**src/rtl/digit_pkg.sv**
```systemverilog
// Shared definitions for the digit shift register: operation encodings
// and the default digit width.
package digit_pkg;

    localparam int DIGIT_W_DEF = 4;

    localparam logic [2:0] MODE_HOLD = 3'b000;
    localparam logic [2:0] MODE_SHR  = 3'b001;
    localparam logic [2:0] MODE_SHL  = 3'b010;
    localparam logic [2:0] MODE_ROR  = 3'b011;
    localparam logic [2:0] MODE_ROL  = 3'b100;
    localparam logic [2:0] MODE_LOAD = 3'b101;
    localparam logic [2:0] MODE_CLR  = 3'b110;

endpackage

```
**src/rtl/digit_fill_counter.sv**
```systemverilog
// Saturating 0..DEPTH occupancy counter with load-to-max and clear,
// plus registered-count full/empty decode.
module digit_fill_counter #(
    parameter int DEPTH = 8,
    parameter int CNT_W = $clog2(DEPTH + 1)
) (
    input  logic             clk,
    input  logic             clr,
    input  logic             inc,
    input  logic             load_max,
    input  logic             sclr,
    output logic [CNT_W-1:0] count,
    output logic             full,
    output logic             empty
);

    localparam logic [CNT_W-1:0] MAX = CNT_W'(DEPTH);

    logic [CNT_W-1:0] count_q;
    logic [CNT_W-1:0] count_d;

    always_comb begin
        count_d = count_q;
        if (sclr) begin
            count_d = '0;
        end else if (load_max) begin
            count_d = MAX;
        end else if (inc && (count_q != MAX)) begin
            count_d = count_q + CNT_W'(1);
        end
    end

    always_ff @(posedge clk) begin
        if (clr) begin
            count_q <= '0;
        end else begin
            count_q <= count_d;
        end
    end

    assign count = count_q;
    assign full  = (count_q == MAX);
    assign empty = (count_q == '0);

endmodule

```
**src/rtl/digit_shift_reg.sv**
```systemverilog
// Digit-granular shift/rotate/load register with fill tracking and a
// pulse for each valid digit pushed out of a full register.
module digit_shift_reg
    import digit_pkg::*;
#(
    parameter  int DIGIT_W = DIGIT_W_DEF,
    parameter  int DEPTH   = 8,
    localparam int CNT_W   = $clog2(DEPTH + 1)
) (
    input  logic                     clk,
    input  logic                     clr,
    input  logic                     en,
    input  logic [2:0]               mode,
    input  logic [DIGIT_W-1:0]       rin,
    input  logic [DIGIT_W-1:0]       lin,
    input  logic [DIGIT_W*DEPTH-1:0] pload,
    output logic [DIGIT_W*DEPTH-1:0] qout,
    output logic [CNT_W-1:0]         count,
    output logic                     full,
    output logic                     empty,
    output logic [DIGIT_W-1:0]       shift_out,
    output logic                     out_valid
);

    localparam int TOP = DIGIT_W * DEPTH - 1;

    logic [TOP:0]         qout_q, qout_d;
    logic [DIGIT_W-1:0]   shift_out_q, shift_out_d;
    logic                 out_valid_q, out_valid_d;
    logic                 cnt_inc, cnt_load, cnt_clr;

    always_comb begin
        qout_d      = qout_q;
        shift_out_d = shift_out_q;
        out_valid_d = 1'b0;
        cnt_inc     = 1'b0;
        cnt_load    = 1'b0;
        cnt_clr     = 1'b0;
        if (en) begin
            case (mode)
                MODE_HOLD: ;
                MODE_SHR: begin
                    qout_d      = {rin, qout_q[TOP:DIGIT_W]};
                    shift_out_d = qout_q[DIGIT_W-1:0];
                    out_valid_d = full;
                    cnt_inc     = 1'b1;
                end
                MODE_SHL: begin
                    qout_d      = {qout_q[TOP-DIGIT_W:0], lin};
                    shift_out_d = qout_q[TOP -: DIGIT_W];
                    out_valid_d = full;
                    cnt_inc     = 1'b1;
                end
                MODE_ROR: begin
                    qout_d      = {qout_q[DIGIT_W-1:0], qout_q[TOP:DIGIT_W]};
                    shift_out_d = qout_q[DIGIT_W-1:0];
                end
                MODE_ROL: begin
                    qout_d      = {qout_q[TOP-DIGIT_W:0], qout_q[TOP -: DIGIT_W]};
                    shift_out_d = qout_q[TOP -: DIGIT_W];
                end
                MODE_LOAD: begin
                    qout_d   = pload;
                    cnt_load = 1'b1;
                end
                MODE_CLR: begin
                    qout_d  = '0;
                    cnt_clr = 1'b1;
                end
                default: ;
            endcase
        end
    end

    always_ff @(posedge clk) begin
        if (clr) begin
            qout_q      <= '0;
            shift_out_q <= '0;
            out_valid_q <= 1'b0;
        end else begin
            qout_q      <= qout_d;
            shift_out_q <= shift_out_d;
            out_valid_q <= out_valid_d;
        end
    end

    digit_fill_counter #(
        .DEPTH (DEPTH),
        .CNT_W (CNT_W)
    ) u_cnt (
        .clk      (clk),
        .clr      (clr),
        .inc      (cnt_inc),
        .load_max (cnt_load),
        .sclr     (cnt_clr),
        .count    (count),
        .full     (full),
        .empty    (empty)
    );

    assign qout      = qout_q;
    assign shift_out = shift_out_q;
    assign out_valid = out_valid_q;

endmodule
```
**config.mk**
```make
export PLATFORM = sky130hd
export DESIGN_NAME = digit_shift_reg
export DESIGN_NICKNAME = d
export VERILOG_FILES = /design/src/rtl/digit_pkg.sv /design/src/rtl/digit_fill_counter.sv /design/src/rtl/digit_shift_reg.sv
export SDC_FILE = /design/constraint.sdc
export NUM_CORES = 1
export LEC_CHECK = 0
export ABC_AREA = 1
export CAP_MARGIN = 20
export CORE_ASPECT_RATIO = 0.7
export CORE_MARGIN = 2
export CORE_UTILIZATION = 48
export DETAILED_ROUTE_END_ITERATION = 8
export PLACE_DENSITY = 0.86
export SLEW_MARGIN = 20
export SYNTH_ARGS = -nofsm -noshare
export SYNTH_HDL_FRONTEND = slang
export SYNTH_SLANG_ARGS = --single-unit
```
**constraint.sdc**
```tcl
create_clock -name clk -period 2.48 [get_ports clk]
set_input_delay 0.496 -clock clk [delete_from_list [all_inputs] [get_ports clk]]
set_output_delay 0.496 -clock clk [all_outputs]
set_load 0.01 [all_outputs]
```
==> results.txt, run 1 <==
Final setup viols = 0
syn_nets = 409
PostCTS Resize Cnt = 0
crit-path cells = clkdlybuf4s50_1 -> nand2_1 -> nand2_1 -> inv_1 -> a21oi_1 -> a21oi_1
CTS Hold Buffers Added = 0
# Max-Cap Violations = 0
Starting Density = 49.5%
# H-tree levels = 2
Clock Skew = 0.0101 ns
required time of the worst setup path = 2.70 ns
critical path class = in2reg
Layout fillers = 404
Tightest Pin Transition = 0.763 ns
RSZ-0062 raised after global routing = false
CP peak stage delay = 0.59 ns
clock-pin slew on the worst setup and hold paths = 0.08 ns
Area after DPL = 3260 um2
Synth Instances = 361
setup TNS = 0 ns
fin crit period = 2.20 ns
n_diodes = 0
f_max = 454 MHz
WHS = 0.528 ns
Crit Reg-Reg Endpoint = u_cnt.count[2]$_SDFFE_PP0P_
maximum vdd drop = 0.301 mV
Top delay family on crit path = buffers and inverters
CTS Buf Count = 5
Buf/Inv on CP = 2
fin. max-slew vios = 0
DIE HEIGHT = 62.6 um
r2r startpoint = u_cnt.count[0]$_SDFFE_PP0P_
DR vias = 2715
Synth-to-Final Area Change = 42.4%
outcome = finished clean
Starting DRT DRC Count = 182
CP Launch Type = input port
maximum number of pins on one net before global-route repair = 55
buffers added on ports = 88
HPWL after detailed placement = 5.20 mm
cells on worst reg2reg path = 7
register area = 821 um2
DRC = 0
GRT Util Overall = 26.2%
vias in the first global route = 2479
CTS tree = built
DR pass1 iterations = 5
clk_lat worst skew = 0.30 ns
Ports = 89
final core occ = 70.5%
Reg2Reg Setup Slack = 0.87 ns
Routed WL = 7.07 mm
Leak = 1.43 nW
total grt overflow = 0
gpl congestion = 0.885
slowest CP cell = clkdlybuf4s50_1
headroom to the max-slew limit = 49.1%
antenna violations before repair = 0
vias per std cell = 5.29
setup bufs post-CTS = 0
Mean Syn Cell Area = 6.52 um2
Syn Std Cell Area = 2350 um2
Antenna Nets Post-Route = 0
Die Width = 87.7 um
power density over the cells = 510 nW/um2
Hold Path Cell Cnt = 2
hold_sp = shift_out[3]$_SDFFE_PP0P_
Design Area, Final = 3350 um2
synth warn = 0
HP Class = reg2reg
layout cells sized above 1 = 5.63%
Core Box Area = 4760 um2
critical path capture point type = flop
routed len/inst = 13.8 um
Synth cell types = 22
first-pass GRT wire length = 11.6 mm
clock root buffer = clkbuf_8
Worst Path Arrival = 2.42 ns
sequential share of the synthesized area = 34.9%
period utilisation layout = 88.8%
clock sinks = 41
Max Buffers Root-to-Sink = 2
Final nets = 491
# rows = 21
Hold EP = shift_out[3]$_SDFFE_PP0P_
worst-path maximum fanout = 25
synthesis-stage register bit count = 41
final-report hold violation count = 0
Die ar. = 5490 um2
area of the multi-input gates = 1230 um2
## kinds of logic (layout without fill, tap and decap cells)
kind of cell / Yosys count / after routing / synth area share, %
AO/OA/AOI/OAI: 97 / 97 / 24.0
XOR/XNOR: 1 / 1 / 0.372
adder cells (fa/ha/maj): 2 / 2 / 1.06
buffers and inverters: 67 / 150 / 13.1
flip-flops: 41 / 41 / 34.9
AND/OR/NAND/NOR: 153 / 153 / 26.6
## cells in the mapped netlist
master | instances | area share, %
nand4_1 | 5 | 1.3
clkbuf_1 | 4 | 0.64
ha_1 | 2 | 1.1
dfxtp_1 | 41 | 35
nor2_1 | 27 | 4.3
buf_4 | 4 | 1.3
nand2_2 | 5 | 1.3
o21ai_1 | 1 | 0.21
a211oi_1 | 1 | 0.32
nand3_1 | 18 | 3.8
a22oi_1 | 25 | 8.0
inv_1 | 44 | 7.0
nor3_1 | 4 | 0.85
o21bai_4 | 1 | 0.80
inv_4 | 1 | 0.27
o21ai_0 | 14 | 3.0
nand2_1 | 94 | 15
a21oi_1 | 55 | 12
buf_6 | 4 | 1.9
buf_2 | 7 | 1.5
inv_2 | 3 | 0.48
xor2_1 | 1 | 0.37
## per-stage QoR
step	worst slack [ns]	total power [mW]	instances
finish	0.278	1.71	513
global route	0.110	1.79	513
CTS	0.314	1.70	513
detailed placement	0.0677	1.24	505
global placement	0.132	1.23	505
floorplan	0.907	1.01	361
## state kept, by name (all words and copies together) (netlist names)
| register | flops |
|---|---|
| shift_out | 4 |
| out_valid | 1 |
| qout | 32 |
| u_cnt.count | 4 |
## per-layer routing
metal	wire, um	global-route usage, %	vias to the layer above
li1	-	-	1342
met1	3350	38.7	1236
met2	3130	39.8	129
met3	529	4.62	8
met4	57	5.77	0
met5	0	0	-
## where the power goes
part           switching, mW  internal (mW)
logic                  0.228          0.234
registers             0.0594          0.709
clock network          0.253          0.226
## layout make-up
type | instances | share of cell area, %
multi-input combinational | 253 | 36.6
clock inverter | 2 | 0.411
timing repair buffer | 94 | 28.0
sequential | 41 | 24.5
inverter | 48 | 5.45
tap | 69 | 2.58
clock buffer | 6 | 2.46
## cells in the final DEF, fill, tap and decap left out
cell type        Yosys  layout
clkinv_2             0       1
nor2_1              27      26
buf_4                4       5
a22oi_1             25      25
o21ai_0             14      14
dfxtp_1             41      41
xor2_1               1       1
nand4_1              5       5
clkbuf_8             0       6
a211oi_1             1       1
inv_4                1       1
clkinv_4             0       1
nand2_1             94      94
buf_12               0       1
inv_1               44      44
inv_2                3       3
nor2_2               0       1
clkdlybuf4s50_1      0      88
nand3_1             18      18
nand2_2              5       5
nor3_1               4       4
o21bai_4             1       1
o21ai_1              1       1
a21oi_1             55      55
ha_1                 2       2
## how the worst max path moves through the flow
stage	startpoint	to	slack [ns]	depth (start not counted)
2_1_floorplan	mode[2]	qout[1]$_SDFFE_PP0P_	0.91	9
3_3_place_gp	mode[1]	qout[22]$_SDFFE_PP0P_	0.13	8
3_5_place_dp	mode[2]	qout[13]$_SDFFE_PP0P_	0.07	6
4_1_cts	u_cnt.count[0]$_SDFFE_PP0P_	full	0.31	5
5_1_grt	mode[1]	qout[2]$_SDFFE_PP0P_	0.11	9
6_report	mode[2]	qout[4]$_SDFFE_PP0P_	0.28	6
## worst register-to-register path, cell delays in order (launching register included)
cell and delay [ns]:
dfxtp_1 0.42, inv_1 0.08, ha_1 0.22, nand3_1 0.14
nand4_1 0.25, inv_1 0.17, nand3_1 0.09, a21oi_1 0.18
(Power assumes the default switching activity.)
==> run 2, diff against run 1 <==
CORE_MARGIN = not set   (was 2)
TNS_END_PERCENT = 1   (was not set)
==> run 2 against run 1 <==
Sequential share of layout area down 0.12 points; flip-flop and latch count is the same; clock skew shrank 0.0039 ns; routed wire length increased by 4.3%; worst hold slack worse by 0.0029 ns; via count grew 0.70%; sequential power about the same; combinational power is 2% higher; non-clock buffer count up 1; core utilization grew 3.9 points; global-route usage rose by 4.2 points; largest power group unchanged.
==> results.txt, run 2 (same netlist as run 1, synthesis figures left out) <==
PostCTS Resize Cnt = 0 (unchanged)
DIE HEIGHT = 60.6 um (was 62.6 um)
CP Launch Type = flop (was input port)
combinational fraction of design power = 27.5% (was 27.0%)
WHS = 0.525 ns (was 0.528 ns)
slowest CP cell = clkdlybuf4s50_1 (unchanged)
register area = 821 um2 (unchanged)
Starting DRT DRC Count = 242 (was 182)
# H-tree levels = 2 (unchanged)
Crit Reg-Reg Endpoint = u_cnt.count[2]$_SDFFE_PP0P_ (unchanged)
r2r startpoint = u_cnt.count[0]$_SDFFE_PP0P_ (unchanged)
Antenna Nets Post-Route = 0 (unchanged)
switch share = 31.4% (was 31.6%)
Max Buffers Root-to-Sink = 2 (unchanged)
Cells after DPL = 503 (was 505)
Top cell by count, worst path = inv_1
DR pass1 iterations = 5 (unchanged)
Layout fillers = 380 (was 404)
buffers added on ports = 88 (unchanged)
first-pass GRT wire length = 12.1 mm (was 11.6 mm)
clock sinks = 41 (unchanged)
Synth-to-Final Area Change = 43.1% (was 42.4%)
clock root buffer = clkbuf_8 (unchanged)
layout cells sized above 1 = 5.84% (was 5.63%)
vias per std cell = 5.35 (was 5.29)
gpl congestion = 0.897 (was 0.885)
HPWL after detailed placement = 5.45 mm (was 5.20 mm)
sequential power share = 45.1% (was 44.9%)
Core Box Area = 4530 um2 (was 4760 um2)
routed len/inst = 14.4 um (was 13.8 um)
Final nets = 492 (was 491)
commonest non-fill, non-tap cell in the layout = nand2_1 (unchanged)
final-report hold violation count = 0 (unchanged)
most frequent cells in the layout = nand2_1 (94), clkdlybuf4s50_1 (88), a21oi_1 (55), inv_1 (44), dfxtp_1 (41) (unchanged)
Die Width = 85.7 um (was 87.7 um)
Die ar. = 5190 um2 (was 5490 um2)
period utilisation layout = 88.8% (about the same)
f_max = 454 MHz (about the same)
critical path capture point type = output port (was flop)
maximum number of pins on one net before global-route repair = 57 (was 55)
Routed WL = 7.38 mm (was 7.07 mm)
Ports = 89 (unchanged)
Post-Layout Cell Count = 511 (was 513)
# Max-Cap Violations = 0 (unchanged)
DRC = 0 (unchanged)
worst-path maximum fanout = 5 (was 25)
fin crit period = 2.20 ns (about the same)
Starting Density = 52.0% (was 49.5%)
vias in the first global route = 2481 (was 2479)
clock network power share = 27.4% (was 28.0%)
P_sw = 0.537 mW (was 0.540 mW)
Tightest Pin Transition = 0.432 ns (was 0.763 ns)
Final setup viols = 0 (unchanged)
power density over the cells = 508 nW/um2 (was 510 nW/um2)
setup bufs post-CTS = 0 (unchanged)
antenna violations before repair = 0 (unchanged)
Clock Skew = 0.00623 ns (was 0.0101 ns)
crit-path cells = inv_1 -> ha_1 -> nand3_1 -> inv_1 -> clkdlybuf4s50_1 (was clkdlybuf4s50_1 -> nand2_1 -> nand2_1 -> inv_1 -> a21oi_1 -> a21oi_1)
Int Pwr = 1.17 mW (about the same)
cells on worst reg2reg path = 7 (unchanged)
total grt overflow = 0 (unchanged)
GRT Util Overall = 30.4% (was 26.2%)
Hold EP = u_cnt.count[2]$_SDFFE_PP0P_ (was shift_out[3]$_SDFFE_PP0P_)
fin. max-slew vios = 0 (unchanged)
clock-pin slew on the worst setup and hold paths = 0.08 ns (about the same)
Leak = 1.44 nW (was 1.43 nW)
CTS Hold Buffers Added = 0 (unchanged)
area of the multi-input gates = 1230 um2 (unchanged)
HP Class = reg2reg (unchanged)
DR vias = 2734 (was 2715)
Worst Path Arrival = 1.71 ns (was 2.42 ns)
max FFs per register = 32 (unchanged)
CTS tree = built (unchanged)
maximum vdd drop = 0.270 mV (was 0.301 mV)
# rows = 20 (was 21)
outcome = finished clean (unchanged)
CP peak stage delay = 0.48 ns (was 0.59 ns)
Hold Path Cell Cnt = 2 (unchanged)
setup TNS = 0 ns (unchanged)
critical path class = reg2out (was in2reg)
CTS Buf Count = 5 (unchanged)
clk_lat worst skew = 0.30 ns (about the same)
n_diodes = 0 (unchanged)
Reg2Reg Setup Slack = 0.84 ns (was 0.87 ns)
hold_sp = u_cnt.count[2]$_SDFFE_PP0P_ (was shift_out[3]$_SDFFE_PP0P_)
required time of the worst setup path = 1.98 ns (was 2.70 ns)
RSZ-0062 raised after global routing = false (unchanged)
Final Total Pwr = 1.71 mW (about the same)
headroom to the max-slew limit = 71.1% (was 49.1%)
==> run 2: cell types whose count changed in the layout (fill, tap and decap cells not counted) <==
| cell | previous run | this run |
|---|---|---|
| buf_12 | 1 | 2 |
==> run 2: final cells by class <==
class | instances | share of cell area, %
Sequential cell | 41 | 24.4
Clock buffer | 6 | 2.45
Multi-Input combinational cell | 253 | 36.4
Tap cell | 66 | 2.45
Inverter | 48 | 5.42
Timing Repair Buffer | 95 | 28.5
Clock inverter | 2 | 0.409
==> run 2: worst max-delay path by stage <==
stage	startpoint	endpoint	slack, ns	cells past startpoint
finish	u_cnt.count[0]$_SDFFE_PP0P_	full	0.28	5
global route	u_cnt.count[0]$_SDFFE_PP0P_	full	0.16	5
CTS	u_cnt.count[0]$_SDFFE_PP0P_	full	0.28	5
detailed placement	mode[2]	shift_out[1]$_SDFFE_PP0P_	0.21	9
global placement	mode[2]	qout[16]$_SDFFE_PP0P_	0.26	9
floorplan	mode[2]	qout[1]$_SDFFE_PP0P_	0.91	9
==> run 2: metal layers <==
metal | global-route usage, % | routed length (um) | vias up
li1 | - | - | 1349
met1 | 44.9 | 3420 | 1227
met2 | 45.7 | 3180 | 152
met3 | 6.67 | 723 | 6
met4 | 6.90 | 53 | 0
met5 | 0 | 0 | -
==> run 2: critical path, delay by kind of cell, from the launching register on <==
family / cells / cell delay [ns]
buffers and inverters: 3 / 0.62
and+or+nand+nor: 1 / 0.14
DFF: 1 / 0.42
adders and majority gates: 1 / 0.23
==> run 2: through the flow <==
| stage | utilization (%) | area (um2) | worst slack (ns) |
|---|---|---|---|
| final | 74.4 | 3370 | 0.279 |
| after global routing | 74.4 | 3370 | 0.159 |
| after CTS | 74.4 | 3370 | 0.280 |
| after detailed placement | 72.2 | 3270 | 0.206 |
| after global placement | 72.2 | 3270 | 0.260 |
| after floorplan | - | 2350 | 0.907 |
==> run 2: power groups by stage <==
stage | registers [mW] | logic, mW | clock network (mW)
3_5_place_dp | 0.783 | 0.465 | 0
4_1_cts | 0.769 | 0.468 | 0.473
6_report | 0.771 | 0.469 | 0.469
5_1_grt | 0.777 | 0.517 | 0.500
3_3_place_gp | 0.782 | 0.455 | 0
2_1_floorplan | 0.788 | 0.222 | 0
==> run 3, diff against run 2 <==
TNS_END_PERCENT = not set   (was 1)
==> results of run 3 <==
Final layout, timing and power as in run 2 (identical DEF).
